$ cat config.mk
export PLATFORM = sky130hd
export DESIGN_NAME = trigger_capture_flat
export DESIGN_NICKNAME = d
export VERILOG_FILES = /design/src/rtl/trigger_capture_pkg.sv /design/src/rtl/trigger_capture_if.sv /design/src/rtl/trigger_capture_ram.sv /design/src/rtl/trigger_capture.sv /design/src/flat_wrapper.sv
export SDC_FILE = /design/constraint.sdc
export NUM_CORES = 1
export LEC_CHECK = 0
export ABC_AREA = 1
export ABC_CLOCK_PERIOD_IN_PS = 3600
export BUFFER_PORTS_ARGS = -buffer_cell sky130_fd_sc_hd__clkbuf_2
export CAP_MARGIN = 10
export CORE_MARGIN = 8
export CORE_UTILIZATION = 65
export DETAILED_ROUTE_END_ITERATION = 12
export PLACE_DENSITY = 0.94
export SLEW_MARGIN = 20
export SYNTH_ARGS = -nofsm -noshare
export SYNTH_HDL_FRONTEND = slang
export SYNTH_SLANG_ARGS = --single-unit
$ cat constraint.sdc
create_clock -name clk_i -period 3.6 [get_ports clk_i]
set_input_delay 0.72 -clock clk_i [delete_from_list [all_inputs] [get_ports clk_i]]
set_output_delay 0.72 -clock clk_i [all_outputs]
set_load 0.02 [all_outputs]
$ cat src/rtl/trigger_capture_pkg.sv
// Shared encodings for the trigger capture block and its readout controller.
package trigger_capture_pkg;

  typedef enum logic [2:0] {
    ST_IDLE  = 3'd0,
    ST_PRE   = 3'd1,
    ST_ARMED = 3'd2,
    ST_POST  = 3'd3,
    ST_DONE  = 3'd4
  } state_e;

  localparam logic SLOPE_RISE = 1'b0;
  localparam logic SLOPE_FALL = 1'b1;

endpackage

$ cat src/rtl/trigger_capture_if.sv
// Read side of the async sample FIFO: head data, empty flag and pop strobe.
interface trigger_capture_if #(
  parameter int DATA_SIZE = 8
);
  logic                 empty;
  logic [DATA_SIZE-1:0] data;
  logic                 inc;

  // master = the consumer popping samples, slave = the FIFO read port
  modport master (input empty, input data, output inc);
  modport slave  (output empty, output data, input inc);
endinterface

$ cat src/rtl/trigger_capture_ram.sv
// Capture buffer: single write port, registered read port.
module capture_ram #(
  parameter int DATA_SIZE = 8,
  parameter int ADDR_SIZE = 4
) (
  input  logic                 clk_i,
  input  logic                 rst_i,
  input  logic                 w_en_i,
  input  logic [ADDR_SIZE-1:0] w_addr_i,
  input  logic [DATA_SIZE-1:0] w_data_i,
  input  logic [ADDR_SIZE-1:0] r_addr_i,
  output logic [DATA_SIZE-1:0] r_data_o
);
  localparam int DEPTH = 1 << ADDR_SIZE;

  logic [DATA_SIZE-1:0] mem [0:DEPTH-1];
  logic [DATA_SIZE-1:0] r_data_q;

  // array write; contents deliberately not reset
  always_ff @(posedge clk_i) begin
    if (w_en_i) mem[w_addr_i] <= w_data_i;
  end

  // registered readout, cleared on reset so the output is defined
  always_ff @(posedge clk_i) begin
    if (rst_i) r_data_q <= '0;
    else       r_data_q <= mem[r_addr_i];
  end

  assign r_data_o = r_data_q;
endmodule

$ cat src/rtl/trigger_capture.sv
// Pops FIFO samples into a circular history, fires on a level crossing,
// captures a post-trigger window, then freezes for readout.
module trigger_capture
  import trigger_capture_pkg::*;
#(
  parameter int DATA_SIZE     = 8,
  parameter int BUF_ADDR_SIZE = 4,
  parameter int PRE_SAMPLES   = 4,
  parameter int POST_SAMPLES  = 8
) (
  input  logic                     clk_i,
  input  logic                     rst_i,
  input  logic                     arm_i,
  input  logic [DATA_SIZE-1:0]     level_i,
  input  logic                     slope_i,
  trigger_capture_if.master        fifo,
  input  logic [BUF_ADDR_SIZE-1:0] rd_addr_i,
  output logic [DATA_SIZE-1:0]     rd_data_o,
  output logic [BUF_ADDR_SIZE-1:0] start_addr_o,
  output logic                     busy_o,
  output logic                     triggered_o,
  output logic                     done_o
);
  localparam int CW = BUF_ADDR_SIZE + 1;
  localparam logic [CW-1:0]            PRE_LAST  = CW'(PRE_SAMPLES - 1);
  localparam logic [CW-1:0]            POST_LAST = CW'(POST_SAMPLES - 1);
  localparam logic [BUF_ADDR_SIZE-1:0] PRE_OFS   = BUF_ADDR_SIZE'(PRE_SAMPLES);

  state_e                   state_q;
  logic [BUF_ADDR_SIZE-1:0] wp_q;
  logic [BUF_ADDR_SIZE-1:0] start_q;
  logic [CW-1:0]            cnt_q;
  logic [DATA_SIZE-1:0]     prev_q;
  logic                     trig_q, busy_q, done_q;
  logic                     accept, fire;

  // pop whenever capturing and data is present; reset overrides the state decode
  assign accept   = ~rst_i & ~fifo.empty &
                    ((state_q == ST_PRE) | (state_q == ST_ARMED) | (state_q == ST_POST));
  assign fifo.inc = accept;

  // edge comparator against the previous accepted sample
  always_comb begin
    fire = 1'b0;
    if (slope_i == SLOPE_RISE) fire = (prev_q < level_i) && (fifo.data >= level_i);
    else                       fire = (prev_q > level_i) && (fifo.data <= level_i);
  end

  // capture FSM, write pointer, counter and registered status outputs
  always_ff @(posedge clk_i) begin
    if (rst_i) begin
      state_q <= ST_IDLE;
      wp_q    <= '0;
      start_q <= '0;
      cnt_q   <= '0;
      prev_q  <= '0;
      trig_q  <= 1'b0;
      busy_q  <= 1'b0;
      done_q  <= 1'b0;
    end else begin
      if (accept) wp_q <= wp_q + 1'b1;
      case (state_q)
        ST_IDLE, ST_DONE: if (arm_i) begin
          state_q <= ST_PRE;
          cnt_q   <= '0;
          wp_q    <= '0;
          trig_q  <= 1'b0;
          busy_q  <= 1'b1;
          done_q  <= 1'b0;
        end
        ST_PRE: if (accept) begin
          prev_q <= fifo.data;
          if (cnt_q == PRE_LAST) begin
            state_q <= ST_ARMED;
            cnt_q   <= '0;
          end else begin
            cnt_q <= cnt_q + 1'b1;
          end
        end
        ST_ARMED: if (accept) begin
          prev_q <= fifo.data;
          if (fire) begin
            start_q <= wp_q - PRE_OFS;
            trig_q  <= 1'b1;
            state_q <= ST_POST;
          end
        end
        ST_POST: if (accept) begin
          if (cnt_q == POST_LAST) begin
            state_q <= ST_DONE;
            cnt_q   <= '0;
            busy_q  <= 1'b0;
            done_q  <= 1'b1;
          end else begin
            cnt_q <= cnt_q + 1'b1;
          end
        end
        default: state_q <= ST_IDLE;
      endcase
    end
  end

  capture_ram #(.DATA_SIZE(DATA_SIZE), .ADDR_SIZE(BUF_ADDR_SIZE)) u_ram (
    .clk_i    (clk_i),
    .rst_i    (rst_i),
    .w_en_i   (accept),
    .w_addr_i (wp_q),
    .w_data_i (fifo.data),
    .r_addr_i (rd_addr_i),
    .r_data_o (rd_data_o)
  );

  assign start_addr_o = start_q;
  assign busy_o       = busy_q;
  assign triggered_o  = trig_q;
  assign done_o       = done_q;
endmodule

$ cat src/flat_wrapper.sv
// flat-port wrapper written by rule: the top's interface ports become plain ports
module trigger_capture_flat import trigger_capture_pkg::*;
#(
  parameter int DATA_SIZE     = 8,
  parameter int BUF_ADDR_SIZE = 4,
  parameter int PRE_SAMPLES   = 4,
  parameter int POST_SAMPLES  = 8
)
  (clk_i, rst_i, arm_i, level_i, slope_i, rd_addr_i, rd_data_o, start_addr_o, busy_o, triggered_o, done_o, fifo_empty, fifo_data, fifo_inc);
  trigger_capture_if #(.DATA_SIZE(DATA_SIZE)) fifo_i ();
  input  logic clk_i;
  input  logic rst_i;
  input  logic arm_i;
  input  logic [DATA_SIZE-1:0] level_i;
  input  logic slope_i;
  input  logic [BUF_ADDR_SIZE-1:0] rd_addr_i;
  output logic [DATA_SIZE-1:0] rd_data_o;
  output logic [BUF_ADDR_SIZE-1:0] start_addr_o;
  output logic busy_o;
  output logic triggered_o;
  output logic done_o;
  input wire logic [$bits(fifo_i.empty)-1:0] fifo_empty;
  input wire logic [$bits(fifo_i.data)-1:0] fifo_data;
  output wire logic [$bits(fifo_i.inc)-1:0] fifo_inc;
  assign fifo_i.empty = fifo_empty;
  assign fifo_i.data = fifo_data;
  assign fifo_inc = fifo_i.inc;
  trigger_capture #(.DATA_SIZE(DATA_SIZE), .BUF_ADDR_SIZE(BUF_ADDR_SIZE), .PRE_SAMPLES(PRE_SAMPLES), .POST_SAMPLES(POST_SAMPLES)) u_core (.clk_i(clk_i), .rst_i(rst_i), .arm_i(arm_i), .level_i(level_i), .slope_i(slope_i), .fifo(fifo_i), .rd_addr_i(rd_addr_i), .rd_data_o(rd_data_o), .start_addr_o(start_addr_o), .busy_o(busy_o), .triggered_o(triggered_o), .done_o(done_o));
endmodule
Yosys cells after proc, flatten, opt, wreduce, memory -nomap -nowiden

Memory sizes are Yosys's and may differ from the RTL's. A register that Yosys moved wholly into a read port is not among the register bits.
Index checks and enable logic that the tools add are counted.

Bits in registers: 27
RAM bits: 128
Bits in read-only memories: 0
Output and inout port bits: 16
Memories kept: 1
Latch bits: 0
Input port bits: 25

Mux-type cells: 31
Multipliers: 0
$lt $le $gt $ge: 4
Reductions and logical operators: 14
Div/mod/pow operators: 0
Shift operators: 0
Bitwise operators: 6
Equal/unequal tests: 13
Add/sub/neg operators: 3

Memory list:

| memory           | depth | width | read ports | clocked after memory_dff | wr ports | RTL line                  | text |
|---|---|---|---|---|---|---|---|
| u_core.u_ram.mem | 16    | 8     | 1          | 1                        | 1        | trigger_capture_ram.sv:16 | `logic [DATA_SIZE-1:0] mem [0:DEPTH-1];` |

Operator list:

| kind                  | count |
|---|---|
| $mux W5               | 5 |
| $mux W3               | 7 |
| $pmux W5 S3           | 1 |
| $mux W4               | 3 |
| $ne A2 B2 Y1 const B  | 6 |
| $pmux W3 S4           | 1 |
| $reduce_and A4 Y1     | 3 |
| $mux W1               | 11 |
| $ge A8 B8 Y1          | 1 |
| $gt A8 B8 Y1          | 1 |
| $le A8 B8 Y1          | 1 |
| $lt A8 B8 Y1          | 1 |
| $reduce_and A7 Y1     | 1 |
| $eq A3 B2 Y1 const B  | 2 |
| $pmux W1 S2           | 3 |
| $add A5 B1 Y5 const B | 1 |
| $eq A5 B2 Y1 const B  | 1 |
| $eq A5 B3 Y1 const B  | 1 |
| $add A4 B1 Y4 const B | 1 |
| $reduce_bool A2 Y1    | 2 |
| $reduce_or A2 Y1      | 2 |
| $sub A4 B3 Y4 const B | 1 |
| $eq A3 B1 Y1 const B  | 1 |
| $eq A3 B3 Y1 const B  | 1 |
| 9 further kinds       | 13 |

Depth between registers and ports, before layout

Gate-level depths: netlist (run 1).

Word-level depth: 7
Mapped depth: 16
Gate-level depth less buffers: 16

Cells and area by module

From an unflattened synthesis (run 1), not the netlist that was laid out.

Cell total of the unflattened synthesis: 775
Area total of the unflattened synthesis: 7414.6 sq um

Modules (own cells, without submodules):

| module          | times used | area an instance (sq um) | sequential area each (sq um) | cells an instance |
|---|---|---|---|---|
| capture_ram     | 1          | 5688.0                   | 4003.8                       | 536 |
| trigger_capture | 1          | 1726.7                   | 540.5                        | 239 |

Worst setup path before layout (run 1)

OpenSTA, ideal clock, no wires.

Kind: in2reg
Start point: input fifo_empty
End point: memory u_core.u_ram.mem[11][0], enable pin
Data required time: 3.230 ns
Stages: 5
Setup time: 0.370 ns
Arrival time: 1.898 ns
Setup slack: 1.332 ns
Cell sequence: nor2_1 -> inv_1 -> nor3_4 -> nand2_1 -> nor2_1

Longest elaborated chain between the ends: 5

Ends and longest elaborated chain:

| element                       | RTL line                  | text |
|---|---|---|
| start, declared               | flat_wrapper.sv:22        | `input wire logic [$bits(fifo_i.empty)-1:0] fifo_empty;` |
| $not A1 Y1                    | trigger_capture.sv:38     | `assign accept = ~rst_i & ~fifo.empty &` |
| $and A1 B1 Y1 (2 in a row)    | trigger_capture.sv:38     |  |
| named net fifo_inc            | flat_wrapper.sv:24        | `output wire logic [$bits(fifo_i.inc)-1:0] fifo_inc;` |
| $mux W1                       | trigger_capture_ram.sv:21 | `if (w_en_i) mem[w_addr_i] <= w_data_i;` |
| $mux W1 (implied by the code) | trigger_capture_ram.sv:21 |  |
| end, declared                 | trigger_capture_ram.sv:16 |  |

The timed path passes the listed nets, and every way through them passes these cells.

Worst setup path in the final report (run 1)

Start point: input rst_i
End point: output fifo_inc

Longest elaborated chain between the ends: 3

Ends and longest elaborated chain:

| element                    | RTL line              | text |
|---|---|---|
| start, declared            | flat_wrapper.sv:12    | `input logic rst_i;` |
| $not A1 Y1                 | trigger_capture.sv:38 |  |
| $and A1 B1 Y1 (2 in a row) | trigger_capture.sv:38 |  |
| end, declared              | flat_wrapper.sv:24    |  |

Every way passes these cells.

==> impl_metrics.ini, run 1 <==
[run_status]
status = completed

[pwr]
p_int_mw = 3.18
p_sw_share_pct = 29.3
combPwrFrac_pct = 16.0
ir_drop_mv = 0.538
clkPwrFrac_pct = 35.7
power.leakage_nw = 2.84
power.density_nw_per_um2 = 580
switching_power_mw = 1.32
p_seq_share_pct = 48.3

[sta]
skew_ns = 0.0108
fin_crit_sh_pct = 70.7
tns_ns = 0
holdWs_ns = 0.458
max_freq_ghz = 0.393
post-route-min-period_ns = 2.55
setup_viol = 0
rsz0062_at_grt = no
worstMarginPinSlew_ns = 0.987
maxSlewHeadroom_pct = 34.2
hold_viol = 0
slew_violations = 0

[cells_and_area]
stdcell_area_um2 = 7770
nNetsFinal = 704
final_layout_size_suffix_gt1_share_pct = 14.1
area_delta_synth_final_pct = 12.1
final_util_pct = 75.2
antenna_cells = 0

[grt]
antenna_found_initial = 0
grt_pass1_wl_mm = 27.4
grt_usage_pct = 25.0
overflow = 0
grt_max_degree = 65
grt_pass1_vias = 5183

[cts]
post_cts_buffers = 0
numCtsBuffers = 17
cts_sinks = 163
cts.clk_slew.worst_paths_ns = 0.06
htreeDepth = 4
clkLatencyLatePin_ns = 0.54
cts_tree = done
cts_root_buf = clkbuf_8
ctsHoldBuffers = 0
cts.path.max_buffers = 2
cts.repair.resized = 0

[route]
wl_met1_mm = 6.39
via_per_inst = 6.43
remaining_drc_errors = 0
drtAntennaViolNets = 0
drt_first_pass_iters = 6
routedWlPerCell_um = 21.7
wl_mm = 17.5
topRoutingLayerUsed = met4
via_count = 5161
routed-wl-met2_mm = 8.30
first_iter_violations = 698
wl_met3_mm = 1.92

[die]
fp-row-count = 37
start_util_pct = 67.1
boundaryPins = 41
design.die.area_um2 = 14200
die_y_um = 119
die-width_um = 119
coreArea_um2 = 10300

[min_path]
hp-class = reg -> reg

[place]
port_buffers = 40
gp_congestion = 0.999
dpl.hpwl_mm = 11.3
place_area_um2 = 7240

[worst_setup_path]
path_max_fanout = 12
crit_type = in -> out
cpPeakStageDelay_ns = 0.30
cp-startpoint = rst_i
r2r-start = u_core.state_q[1]
crit_end = fifo_inc
worstPathCellList = clkbuf_2 > nor2_1 > inv_1 > nor3_4 > clkbuf_2
worst-path-buf-inv = 3
critPathTopFamily = buffers and inverters
r2r_cells = 4
rr_endpoint = u_core.u_ram.mem[6][5]
r2r_slack_ns = 1.40
cp.depth = 5
cp_data_required_time_ns = 2.88
cp.arrival_ns = 1.83
critPathLaunchType = input port
endpoint_kind = output port
crit_path_top_delay_cell = nor3_4
crit_top_cell = clkbuf_2

[logic_synthesis]
yosysUniqueCellTypes = 36
syn_area_um2 = 6930
yosysWarnings = 0
avgSynthCellArea_um2 = 11.3
syn_inst = 614
synth_seq_cells = 163
synth-seq-area-share_pct = 65.6
syn-num-nets = 664

[run]
cap_violations = 0
synth_stat cells (all sizes together):
library cell	instances	area [um^2]
buf	2	16.3
nor2	121	467
clkinv	1	3.75
or2	2	15.0
nand3b	1	7.51
xor2	3	26.3
nor4	1	6.26
nand4	2	12.5
o21a	1	7.51
a211oi	2	15.0
edfxtp	128	3840
o22ai	11	68.8
o21ai	78	394
ha	25	313
a21oi	32	168
o211ai	10	75.1
clkbuf	23	86.3
o21bai	1	7.51
nand3	19	95.1
inv	41	154
nand2	48	198
a21o	1	7.51
dfxtp	35	701
o221ai	23	201
nor3	3	42.5
cells in the final DEF (no fill, tap or decap), types with 4 or more instances in the layout:
| master | instances |
|---|---|
| inv_1 | 35 |
| dfxtp_1 | 35 |
| o211ai_1 | 10 |
| clkbuf_16 | 16 |
| inv_6 | 4 |
| clkinvlp_4 | 6 |
| edfxtp_1 | 128 |
| nand3_1 | 19 |
| nor2_1 | 118 |
| inv_2 | 6 |
| o21ai_0 | 73 |
| clkbuf_2 | 40 |
| o221ai_1 | 23 |
| o22ai_1 | 11 |
| ha_1 | 25 |
| buf_4 | 6 |
| a21oi_1 | 30 |
| o21ai_1 | 4 |
| nand2_1 | 45 |
final cells by class:
| class | count | area [um^2] |
|---|---|---|
| fill | 611 | 2560 |
| timing repair buffer | 46 | 245 |
| tap | 136 | 170 |
| multi-input combinational | 384 | 2130 |
| sequential | 163 | 4540 |
| inverter | 42 | 158 |
| clock inverter | 13 | 101 |
| clock buffer | 19 | 422 |
metrics by stage:
step	cells	setup WS [ns]	power (mW)
final	803	1.05	4.50
after detailed placement	771	0.798	2.90
after global routing	803	0.977	4.65
after floorplan	614	1.33	2.70
after global placement	771	0.985	2.85
after CTS	803	1.11	4.48
kinds of logic after synthesis:
logic type / count (synthesis) / share of synthesized area, %
AOI/OAI and AO/OA: 159 / 13.6
xor gates and xnor gates: 3 / 0.379
adders and majority gates: 25 / 4.51
buffers and inverters: 67 / 3.75
DFF: 163 / 65.6
and+or+nand+nor: 197 / 12.2
power by group through the flow:
stage / clock [mW] / combinational, mW / sequential, mW
finish: 1.61 / 0.718 / 2.18
global route: 1.68 / 0.794 / 2.18
CTS: 1.60 / 0.704 / 2.17
detailed placement: 0 / 0.693 / 2.21
global placement: 0 / 0.649 / 2.21
floorplan: 0 / 0.480 / 2.22
worst min-delay path, cell delays in order (launching register included):
cell and delay, ns:
dfxtp_1 0.31, inv_1 0.05, a21oi_1 0.05
state kept, by name, indices dropped and copies added (netlist names), 3 cells and up:
signal and count:
u_core.wp_q 4, u_core.prev_q 8, u_core.u_ram.r_data_o 8, u_core.state_q 3, u_core.cnt_q 5, u_core.u_ram.mem 128
u_core.start_addr_o 4
how the worst min path moves through the flow:
stage | startpoint | endpoint | slack, ns | cells past startpoint
after floorplan | u_core.prev_q[1] | u_core.prev_q[1] | 0.48 | 2
after global routing | u_core.done_o | u_core.done_o | 0.47 | 2
after CTS | u_core.done_o | u_core.done_o | 0.46 | 2
after detailed placement | u_core.done_o | u_core.done_o | 0.45 | 2
final | u_core.triggered_o | u_core.triggered_o | 0.46 | 2
after global placement | u_core.done_o | u_core.done_o | 0.44 | 2
per-layer routing:
metal | track usage (%) | vias to the layer above
met2 | 42.1 | 373
met5 | 0 | -
met4 | 12.3 | 0
met1 | 29.5 | 2417
li1 | - | 2287
met3 | 6.19 | 84
No activity file was read; power rests on OpenSTA's default activity.
==> run 2, diff against run 1 <==
ABC_AREA = 0   (was 1)
ABC_CLOCK_PERIOD_IN_PS = 2400   (was 3600)
CORE_UTILIZATION = 60   (was 65)
PLACE_DENSITY = 0.89   (was 0.94)
clock period = 2.4 ns   (was 3.6 ns; I/O delays follow)
==> impl_metrics.ini, run 2 <==
[run_status]
status = completed

[route]
remaining_drc_errors = 0
drtAntennaViolNets = 0
first_iter_violations = 341
via_count = 3859
wl_mm = 15.0
routedWlPerCell_um = 23.7
via_per_inst = 6.10
drt_first_pass_iters = 5

[worst_setup_path]
path_max_fanout = 7
cp_data_required_time_ns = 1.92
rr_endpoint = u_core.state_q[0]
endpoint_kind = output port
cp-startpoint = u_core.state_q[2]
critPathLaunchType = flip-flop
crit_end = fifo_inc
r2r_cells = 7
crit_type = reg -> out
cp.arrival_ns = 1.83
r2r_slack_ns = 0.30
r2r-start = u_core.cnt_q[0]

[die]
boundaryPins = 41
start_util_pct = 60.9
die-width_um = 123
design.die.area_um2 = 15200
die_y_um = 123
coreArea_um2 = 11300
fp-row-count = 39

[grt]
grt_max_degree = 33
antenna_found_initial = 0
grt_pass1_wl_mm = 22.7
grt_pass1_vias = 3981
grt_usage_pct = 21.1
overflow = 0

[logic_synthesis]
synth_adder_area_share_pct = 4.54
synth-edff-count = 128
synth_xor_area_share_pct = 0.635
syn-num-nets = 456
syn_area_um2 = 6900
yosysTopAreaCell = edfxtp_1
avgSynthCellArea_um2 = 17.0
synth_top_area_share_pct = 55.7
yosysWarnings = 0
synthSimpleGateAreaFrac_pct = 6.84
synth_seq_cells = 163
synth-seq-area-share_pct = 65.9
synth_common_cells = edfxtp_1 (128), dfxtp_1 (35), ha_1 (25), nor2_1 (25), mux4_1 (24)
syn_inst = 406
synth_flop_cell = edfxtp_1
synth_top_family_by_area = multiplexers
synthMostInstantiatedCell = edfxtp_1
synth_area_leaders = edfxtp_1 (56%), dfxtp_1 (10%), mux4_1 (9.1%)
synth-compound-area-share_pct = 3.77
yosysUniqueCellTypes = 42
synthMuxAreaShare_pct = 16.1
synthArstFlopShare_pct = 0

[sta]
post-route-min-period_ns = 2.31
hold_viol = 0
setup_viol = 0
maxSlewHeadroom_pct = 57.1
rsz0062_at_grt = no
fin_crit_sh_pct = 96.3
skew_ns = 0.0110
worstMarginPinSlew_ns = 0.633
max_freq_ghz = 0.433
slew_violations = 0
tns_ns = 0

[cells_and_area]
final_util_pct = 70.6
antenna_cells = 0
final_common_cell = edfxtp_1
regMostFlops = u_core.u_ram.mem
nNetsFinal = 527
layout_common_cells = edfxtp_1 (128), clkbuf_2 (40), dfxtp_1 (35)
fillers = 696
final_layout_size_suffix_gt1_share_pct = 24.7
largest_reg_flops = 128
area_delta_synth_final_pct = 15.9

[pwr]
ir_drop_mv = 0.551
power.leakage_nw = 3.02
power.density_nw_per_um2 = 811

[cts]
cts.path.max_buffers = 2
numCtsBuffers = 17
cts.repair.resized = 0
cts.clk_slew.worst_paths_ns = 0.06
clkLatencyLatePin_ns = 0.43
ctsHoldBuffers = 0
post_cts_buffers = 0
cts_sinks = 163
cts_tree = done
htreeDepth = 4
cts_root_buf = clkbuf_16

[run]
cap_violations = 0

[place]
dpl.hpwl_mm = 9.86
port_buffers = 40
gp_congestion = 0.890

[min_path]
hp-class = in -> reg
min_from = arm_i
## run 2: final cells by class
| cell class | count | area, um^2 | share of cell area [%] |
|---|---|---|---|
| clock buffer | 19 | 443 | 5.54 |
| clock inverter | 13 | 128 | 1.60 |
| inverter | 15 | 56.3 | 0.705 |
| multi-input combinational | 212 | 2200 | 27.6 |
| sequential | 163 | 4540 | 56.9 |
| tap | 143 | 179 | 2.24 |
| timing repair buffer | 68 | 435 | 5.45 |
## run 2: cell families (layout without fill, tap and decap cells)
family                     Yosys count  after routing
DFF                                163            163
muxes                               52             52
adders and majority gates           25             25
and+or+nand+nor                     88             88
xor gates and xnor gates             5              5
AOI/OAI and AO/OA                   42             42
buffers and inverters               31            115
## run 2: per-stage QoR
step / instances / cell area, um^2 / power (mW) / hold slack [ns] / setup WS (ns)
6_report: 633 / 7990 / 6.48 / 0.403 / 0.0889
5_1_grt: 633 / 7990 / 6.69 / 0.417 / 0.0206
4_1_cts: 633 / 7990 / 6.51 / 0.385 / 0.0818
3_5_place_dp: 601 / 7420 / 3.97 / 0.446 / 0.0978
3_3_place_gp: 601 / 7420 / 3.92 / 0.437 / 0.148
2_1_floorplan: 406 / 6900 / 3.73 / 0.454 / 0.276
## run 2: worst max-delay path, stage by stage (launching register included)
cell,delay (ns)
dfxtp_1,0.35
or3_1,0.42
nor2_1,0.39
clkbuf_2,0.25
## run 2: how the worst min path moves through the flow
| stage | endpoint | cells past startpoint | slack (ns) |
|---|---|---|---|
| after detailed placement | u_core.triggered_o | 2 | 0.45 |
| after CTS | u_core.busy_o | 3 | 0.39 |
| final | u_core.busy_o | 3 | 0.40 |
| after floorplan | u_core.prev_q[0] | 2 | 0.45 |
| after global routing | u_core.busy_o | 3 | 0.42 |
| after global placement | u_core.triggered_o | 2 | 0.44 |
## run 2: layer usage
metal | routed length [um] | global-route usage [%] | vias to the layer above | share of wire (%)
met5 | 0 | 0 | - | 0
met4 | 272 | 9.86 | 0 | 1.8
met3 | 1190 | 4.38 | 20 | 7.9
met2 | 7890 | 35.6 | 144 | 53
met1 | 5670 | 25.6 | 1935 | 38
li1 | - | - | 1760 | -
## run 2: power by group
group	internal [mW]	leakage, nW	switching [mW]
combinational	0.300	1.32	0.427
sequential	3.12	1.44	0.0759
clock	1.46	0.258	1.10
